<file path="src/rtl/sp_ram_ctrl_pkg.sv">
// Shared types and defaults for the single-port data RAM request front end.
package sp_ram_ctrl_pkg;

  localparam int unsigned RSP_DATA_W    = 32;
  localparam logic [31:0] DEF_BASE_ADDR = 32'h0010_0000;
  localparam int unsigned DEF_RSP_DEPTH = 2;

  // One response as seen by the requester: read data (zero for writes/errors)
  // plus the out-of-window error flag.
  typedef struct packed {
    logic [RSP_DATA_W-1:0] rdata;
    logic                  err;
  } rsp_t;

endpackage

</file>
<file path="src/rtl/sp_ram_rsp_fifo.sv">
// Small synchronous response FIFO holding rsp_t entries in arrival order.
module sp_ram_rsp_fifo
  import sp_ram_ctrl_pkg::*;
#(
  parameter int unsigned DEPTH = DEF_RSP_DEPTH
) (
  input  logic                         clk,
  input  logic                         rstn,
  input  logic                         push,
  input  logic                         pop,
  input  rsp_t                         wdata,
  output rsp_t                         rdata,
  output logic                         full,
  output logic                         empty,
  output logic [$clog2(DEPTH+1)-1:0]   count
);

  localparam int unsigned PW = (DEPTH > 1) ? $clog2(DEPTH) : 1;
  localparam int unsigned CW = $clog2(DEPTH + 1);

  rsp_t          mem [DEPTH];
  logic [PW-1:0] wr_ptr;
  logic [PW-1:0] rd_ptr;
  logic [CW-1:0] cnt;
  logic          do_pop;

  function automatic logic [PW-1:0] bump(input logic [PW-1:0] p);
    return (p == PW'(DEPTH - 1)) ? '0 : p + 1'b1;
  endfunction

  assign full   = (cnt == CW'(DEPTH));
  assign empty  = (cnt == '0);
  assign count  = cnt;
  assign do_pop = pop & ~empty;
  assign rdata  = empty ? '0 : mem[rd_ptr];

  // Pointer and occupancy bookkeeping; simultaneous push and pop leave cnt unchanged.
  always_ff @(posedge clk) begin
    if (!rstn) begin
      wr_ptr <= '0;
      rd_ptr <= '0;
      cnt    <= '0;
    end else begin
      if (push)   wr_ptr <= bump(wr_ptr);
      if (do_pop) rd_ptr <= bump(rd_ptr);
      case ({push, do_pop})
        2'b10:   cnt <= cnt + 1'b1;
        2'b01:   cnt <= cnt - 1'b1;
        default: cnt <= cnt;
      endcase
    end
  end

  // Storage array; contents need no reset since reads are gated by empty.
  always_ff @(posedge clk) begin
    if (push) mem[wr_ptr] <= wdata;
  end

  a_cnt_bound : assert property (@(posedge clk) disable iff (!rstn) cnt <= CW'(DEPTH));
  a_no_ovf    : assert property (@(posedge clk) disable iff (!rstn) push |-> !full);

endmodule

</file>
<file path="src/rtl/sp_ram_req_ctrl.sv">
// Request/grant front end for the banked single-port data RAM wrapper:
// window decode, credit-based grant, one-cycle pending stage and an
// in-order response FIFO absorbing requester backpressure.
module sp_ram_req_ctrl
  import sp_ram_ctrl_pkg::*;
#(
  parameter int unsigned RAM_SIZE   = 32768,
  parameter int unsigned ADDR_WIDTH = $clog2(RAM_SIZE),
  parameter int unsigned DATA_WIDTH = RSP_DATA_W,
  parameter logic [31:0] BASE_ADDR  = DEF_BASE_ADDR,
  parameter int unsigned RSP_DEPTH  = DEF_RSP_DEPTH
) (
  input  logic                    clk,
  input  logic                    rstn_i,
  input  logic                    req_i,
  output logic                    gnt_o,
  input  logic [31:0]             addr_i,
  input  logic                    we_i,
  input  logic [DATA_WIDTH/8-1:0] be_i,
  input  logic [DATA_WIDTH-1:0]   wdata_i,
  output logic                    rvalid_o,
  input  logic                    rready_i,
  output logic [DATA_WIDTH-1:0]   rdata_o,
  output logic                    err_o,
  output logic                    ram_en_o,
  output logic                    ram_we_o,
  output logic [DATA_WIDTH/8-1:0] ram_be_o,
  output logic [ADDR_WIDTH-1:0]   ram_addr_o,
  output logic [DATA_WIDTH-1:0]   ram_wdata_o,
  input  logic [DATA_WIDTH-1:0]   ram_rdata_i
);

  localparam int unsigned CW = $clog2(RSP_DEPTH + 1);
  localparam int unsigned UW = CW + 1;

  logic          hit;
  logic          accept;
  logic          pop;
  logic          space;
  logic [UW-1:0] used;
  logic          pend_q;
  logic          pend_we_q;
  logic          pend_err_q;
  logic [CW-1:0] fifo_cnt;
  logic          fifo_full;
  logic          fifo_empty;
  rsp_t          push_rsp;
  rsp_t          head_rsp;

  assign hit = (addr_i[31:ADDR_WIDTH] == BASE_ADDR[31:ADDR_WIDTH]);
  assign pop = rvalid_o & rready_i;

  // Credit check: entries queued plus the one in flight, minus what leaves this cycle.
  always_comb begin
    used  = '0;
    used  = {1'b0, fifo_cnt} + UW'(pend_q) - UW'(pop);
    space = (used < UW'(RSP_DEPTH));
  end

  // Grant and RAM drive are purely combinational so the RAM sees the access in the grant cycle.
  always_comb begin
    gnt_o       = rstn_i & req_i & space;
    accept      = req_i & gnt_o;
    ram_en_o    = accept & hit;
    ram_we_o    = we_i;
    ram_be_o    = we_i ? be_i : '1;
    ram_addr_o  = addr_i[ADDR_WIDTH-1:0];
    ram_wdata_o = wdata_i;
  end

  // Pending stage tracks the access whose RAM data arrives next cycle.
  always_ff @(posedge clk) begin
    if (!rstn_i) begin
      pend_q     <= 1'b0;
      pend_we_q  <= 1'b0;
      pend_err_q <= 1'b0;
    end else begin
      pend_q <= accept;
      if (accept) begin
        pend_we_q  <= we_i;
        pend_err_q <= ~hit;
      end
    end
  end

  // Build the response entry; writes and errors return zero data.
  always_comb begin
    push_rsp       = '0;
    push_rsp.rdata = (pend_we_q | pend_err_q) ? '0 : ram_rdata_i;
    push_rsp.err   = pend_err_q;
  end

  sp_ram_rsp_fifo #(
    .DEPTH (RSP_DEPTH)
  ) u_rsp_fifo (
    .clk   (clk),
    .rstn  (rstn_i),
    .push  (pend_q),
    .pop   (pop),
    .wdata (push_rsp),
    .rdata (head_rsp),
    .full  (fifo_full),
    .empty (fifo_empty),
    .count (fifo_cnt)
  );

  assign rvalid_o = ~fifo_empty;
  assign rdata_o  = head_rsp.rdata;
  assign err_o    = head_rsp.err;

  a_rsp_hold : assert property (@(posedge clk) disable iff (!rstn_i)
    (rvalid_o && !rready_i) |=> (rvalid_o && $stable(rdata_o) && $stable(err_o)));
  a_credit   : assert property (@(posedge clk) disable iff (!rstn_i)
    pend_q |-> !fifo_full);

endmodule

</file>
<file path="config.mk">
export PLATFORM = sky130hd
export DESIGN_NAME = sp_ram_req_ctrl
export DESIGN_NICKNAME = d
export VERILOG_FILES = /design/src/rtl/sp_ram_ctrl_pkg.sv /design/src/rtl/sp_ram_rsp_fifo.sv /design/src/rtl/sp_ram_req_ctrl.sv
export SDC_FILE = /design/constraint.sdc
export NUM_CORES = 1
export LEC_CHECK = 0
export BUFFER_PORTS_ARGS = -buffer_cell sky130_fd_sc_hd__buf_2
export CORE_ASPECT_RATIO = 0.5
export CORE_MARGIN = 1.5
export CORE_UTILIZATION = 40
export CTS_CLUSTER_SIZE = 8
export DETAILED_ROUTE_END_ITERATION = 8
export GPL_TIMING_DRIVEN = 0
export PLACE_DENSITY = 0.76
export SYNTH_ARGS = -nofsm -noshare
export SYNTH_HDL_FRONTEND = slang
export SYNTH_SLANG_ARGS = --single-unit
</file>
<file path="constraint.sdc">
create_clock -name clk -period 2.3 [get_ports clk]
set_input_delay 0.115 -clock clk [delete_from_list [all_inputs] [get_ports clk]]
set_output_delay 0.115 -clock clk [all_outputs]
set_load 0.05 [all_outputs]
</file>
==> results.json <==
{
  "synth_edf_count": 66,
  "hold_buffers": 0,
  "syn_area_um2": 3540,
  "period_needed_ps": 2450,
  "gp_congestion": 0.727,
  "place_ws_ps": -119,
  "drc_errors": 0,
  "grt_pass1_wl_mm": 11.7,
  "track_usage": 0.166,
  "min_path_type": "in -> reg",
  "tightest_slew_ps": 810,
  "diodes": 0,
  "power.static_leakage_uw": 0.00212,
  "synth.avg_cell_area_um2": 12.5,
  "yosys-top-cells-count": "edfxtp_1, buf_4, nor2_1",
  "async_flop_share": 0,
  "finalCritPeriodShare": 1.07,
  "setup_viol": 2,
  "critPathMaxFanout": 5,
  "syn-num-nets": 392,
  "crit_path_start_kind": "register",
  "cts_made_buffers": 9,
  "cp.required_ps": 2180,
  "maxCapViolations": 0,
  "drt_first_iter_violations": 123,
  "arrival_ps": 2340,
  "ys_seq_elements": 74,
  "start_util": 0.410,
  "cts_tree": "built",
  "core.rowCount": 24,
  "clockBufferDepth": 2,
  "synth_most_common_cell": "edfxtp_1",
  "power.density_nw_per_um2": 1360,
  "ant_nets": 0,
  "yosysWarningCount": 0,
  "worst_ir_drop_vdd_mv": 0.571,
  "clock_sinks": 74,
  "io_buffer_count": 145,
  "area_delta_synth_final_pct": 39.0,
  "synthCells": 284,
  "cp-end-kind": "output pin",
  "skew_ps": 5.49,
  "wirelength_mm": 7.71,
  "via_per_inst": 4.59,
  "drt_pre_antenna_iters": 4,
  "final_util": 0.569,
  "antenna_found_initial": 0,
  "dominantRegCellSynth": "edfxtp_1",
  "synth_top_area_frac": 0.560,
  "yosysSeqAreaShare": 0.605,
  "fin_nets": 555,
  "synth.largest_area_cell": "edfxtp_1",
  "max_slew_margin": 0.460,
  "synth_cell_type_count": 26,
  "core-area_um2": 8650,
  "h-tree-depth": 3,
  "slew_violations": 0,
  "grt_overflow": 0,
  "hold_viol": 0,
  "failed_checks": "negative setup slack",
  "wl_per_cell_um": 13.6,
  "totalNegativeSetupSlack_ps": -245,
  "status": "finished, violations left",
  "die_h_um": 69.5,
  "first_global_vias": 2596,
  "clock-root-buffer": "clkbuf_16",
  "dp_hpwl_mm": 5.58,
  "insertion_delay_ps": 330,
  "fillers": 710,
  "ios": 193,
  "die_area_um2": 9460,
  "die_x_um": 136,
  "setup_ws_ps": -151,
  "layout-drive-gt1-share": 0.522,
  "fmax_mhz": 408,
  "synthTopCellsByArea": "edfxtp_1, buf_4, mux2i_1",
  "grt_max_degree": 34,
  "setup.worst_path.class": "reg -> out",
  "vias": 2611,
  "rsz0062_at_grt": "true",
  "path_clk_slew_ps": 50
}
[per-layer routing]
| layer | track usage | up-vias | share of wire |
|---|---|---|---|
| li1 | - | 1258 | - |
| met1 | 0.158 | 1220 | 0.35 |
| met2 | 0.336 | 125 | 0.57 |
| met3 | 0.0490 | 8 | 0.073 |
| met4 | 0.0485 | 0 | 0.0089 |
| met5 | 0 | - | 0 |
[sequential cells by signal, summed over array words and instances, names as in the netlist, named ones only]
signal,flops
u_rsp_fifo.count,2
pend_err_q,1
u_rsp_fifo.wr_ptr,1
pend_q,1
pend_we_q,1
u_rsp_fifo.rd_ptr,1
u_rsp_fifo.mem,66
[area by class of cell]
cell class | count | area [µm²] | area share
clock buffers | 9 | 225 | 0.0458
repair buffers | 153 | 818 | 0.166
flip-flops and latches | 74 | 2150 | 0.436
multi-input cells | 146 | 1060 | 0.215
well taps | 117 | 146 | 0.0297
plain buffers | 58 | 414 | 0.0841
inverters | 5 | 18.8 | 0.00381
clock inverters | 7 | 93.8 | 0.0191
[worst max-delay path: stages (launching register included)]
cell,delay [ps]
dfxtp_4,350
o21ai_4,150
inv_2,70
ha_4,200
nand2b_4,140
fa_2,400
xor2_4,200
nor4b_4,300
buf_6,190
[where the power goes]
part           leakage (µW)  internal (µW)  switching (µW)  total, µW
Clock              0.000153            946             520       1470
Sequential         0.000678           1910             113       2030
Combinational       0.00129            959            2250       3210
[cell usage in the layout, fill, tap and decap left out, types with 3 or more instances in the layout]
cell type and instances:
and2_1 32, buf_2 147, buf_4 58, clkbuf_1 3, clkbuf_16 9, dfxtp_1 6, edfxtp_1 66, inv_1 4
mux2i_1 33, nand2b_1 4, nor2_1 42, nor4_1 3, o21ai_0 3, xnor2_1 3
[worst paths after layout]
| path | slack (ps) | from | to | cells past startpoint |
|---|---|---|---|---|
| worst min register to register | 500 | pend_we_q | pend_we_q | 2 |
| worst max-delay path | -150 | u_rsp_fifo.count[1] | ram_en_o | 8 |
| worst min-delay path | 80 | ram_rdata_i[9] | u_rsp_fifo.mem[0][10] | 2 |
| worst max register to register | 90 | u_rsp_fifo.count[1] | pend_we_q | 10 |
[kinds of logic (layout without fill, tap and decap cells)]
family,Yosys count,after routing,share of synthesized area
and+or+nand+nor,97,97,0.140
DFF,74,74,0.605
buffers and inverters,64,232,0.124
muxes,33,33,0.0933
AOI/OAI and AO/OA,7,7,0.0106
xor gates and xnor gates,6,6,0.0148
adders and majority gates,3,3,0.0127
[per-stage QoR]
step / hold WS [ps] / power [µW] / area, µm² / cells
floorplan: 263 / 4400 / 3600 / 284
global placement: 412 / 5050 / 4480 / 546
detailed placement: 418 / 5150 / 4510 / 547
CTS: 74.6 / 6700 / 4890 / 567
global route: 77.6 / 7030 / 4920 / 569
finish: 82.8 / 6710 / 4920 / 569
[repair_timing]
action	4_1_cts	5_1_grt
setup buffers	5	2
resized for setup	9	2
pin swaps	4	3
setup endpoints to repair	2	2
No activity file was read; power rests on OpenSTA's default activity.
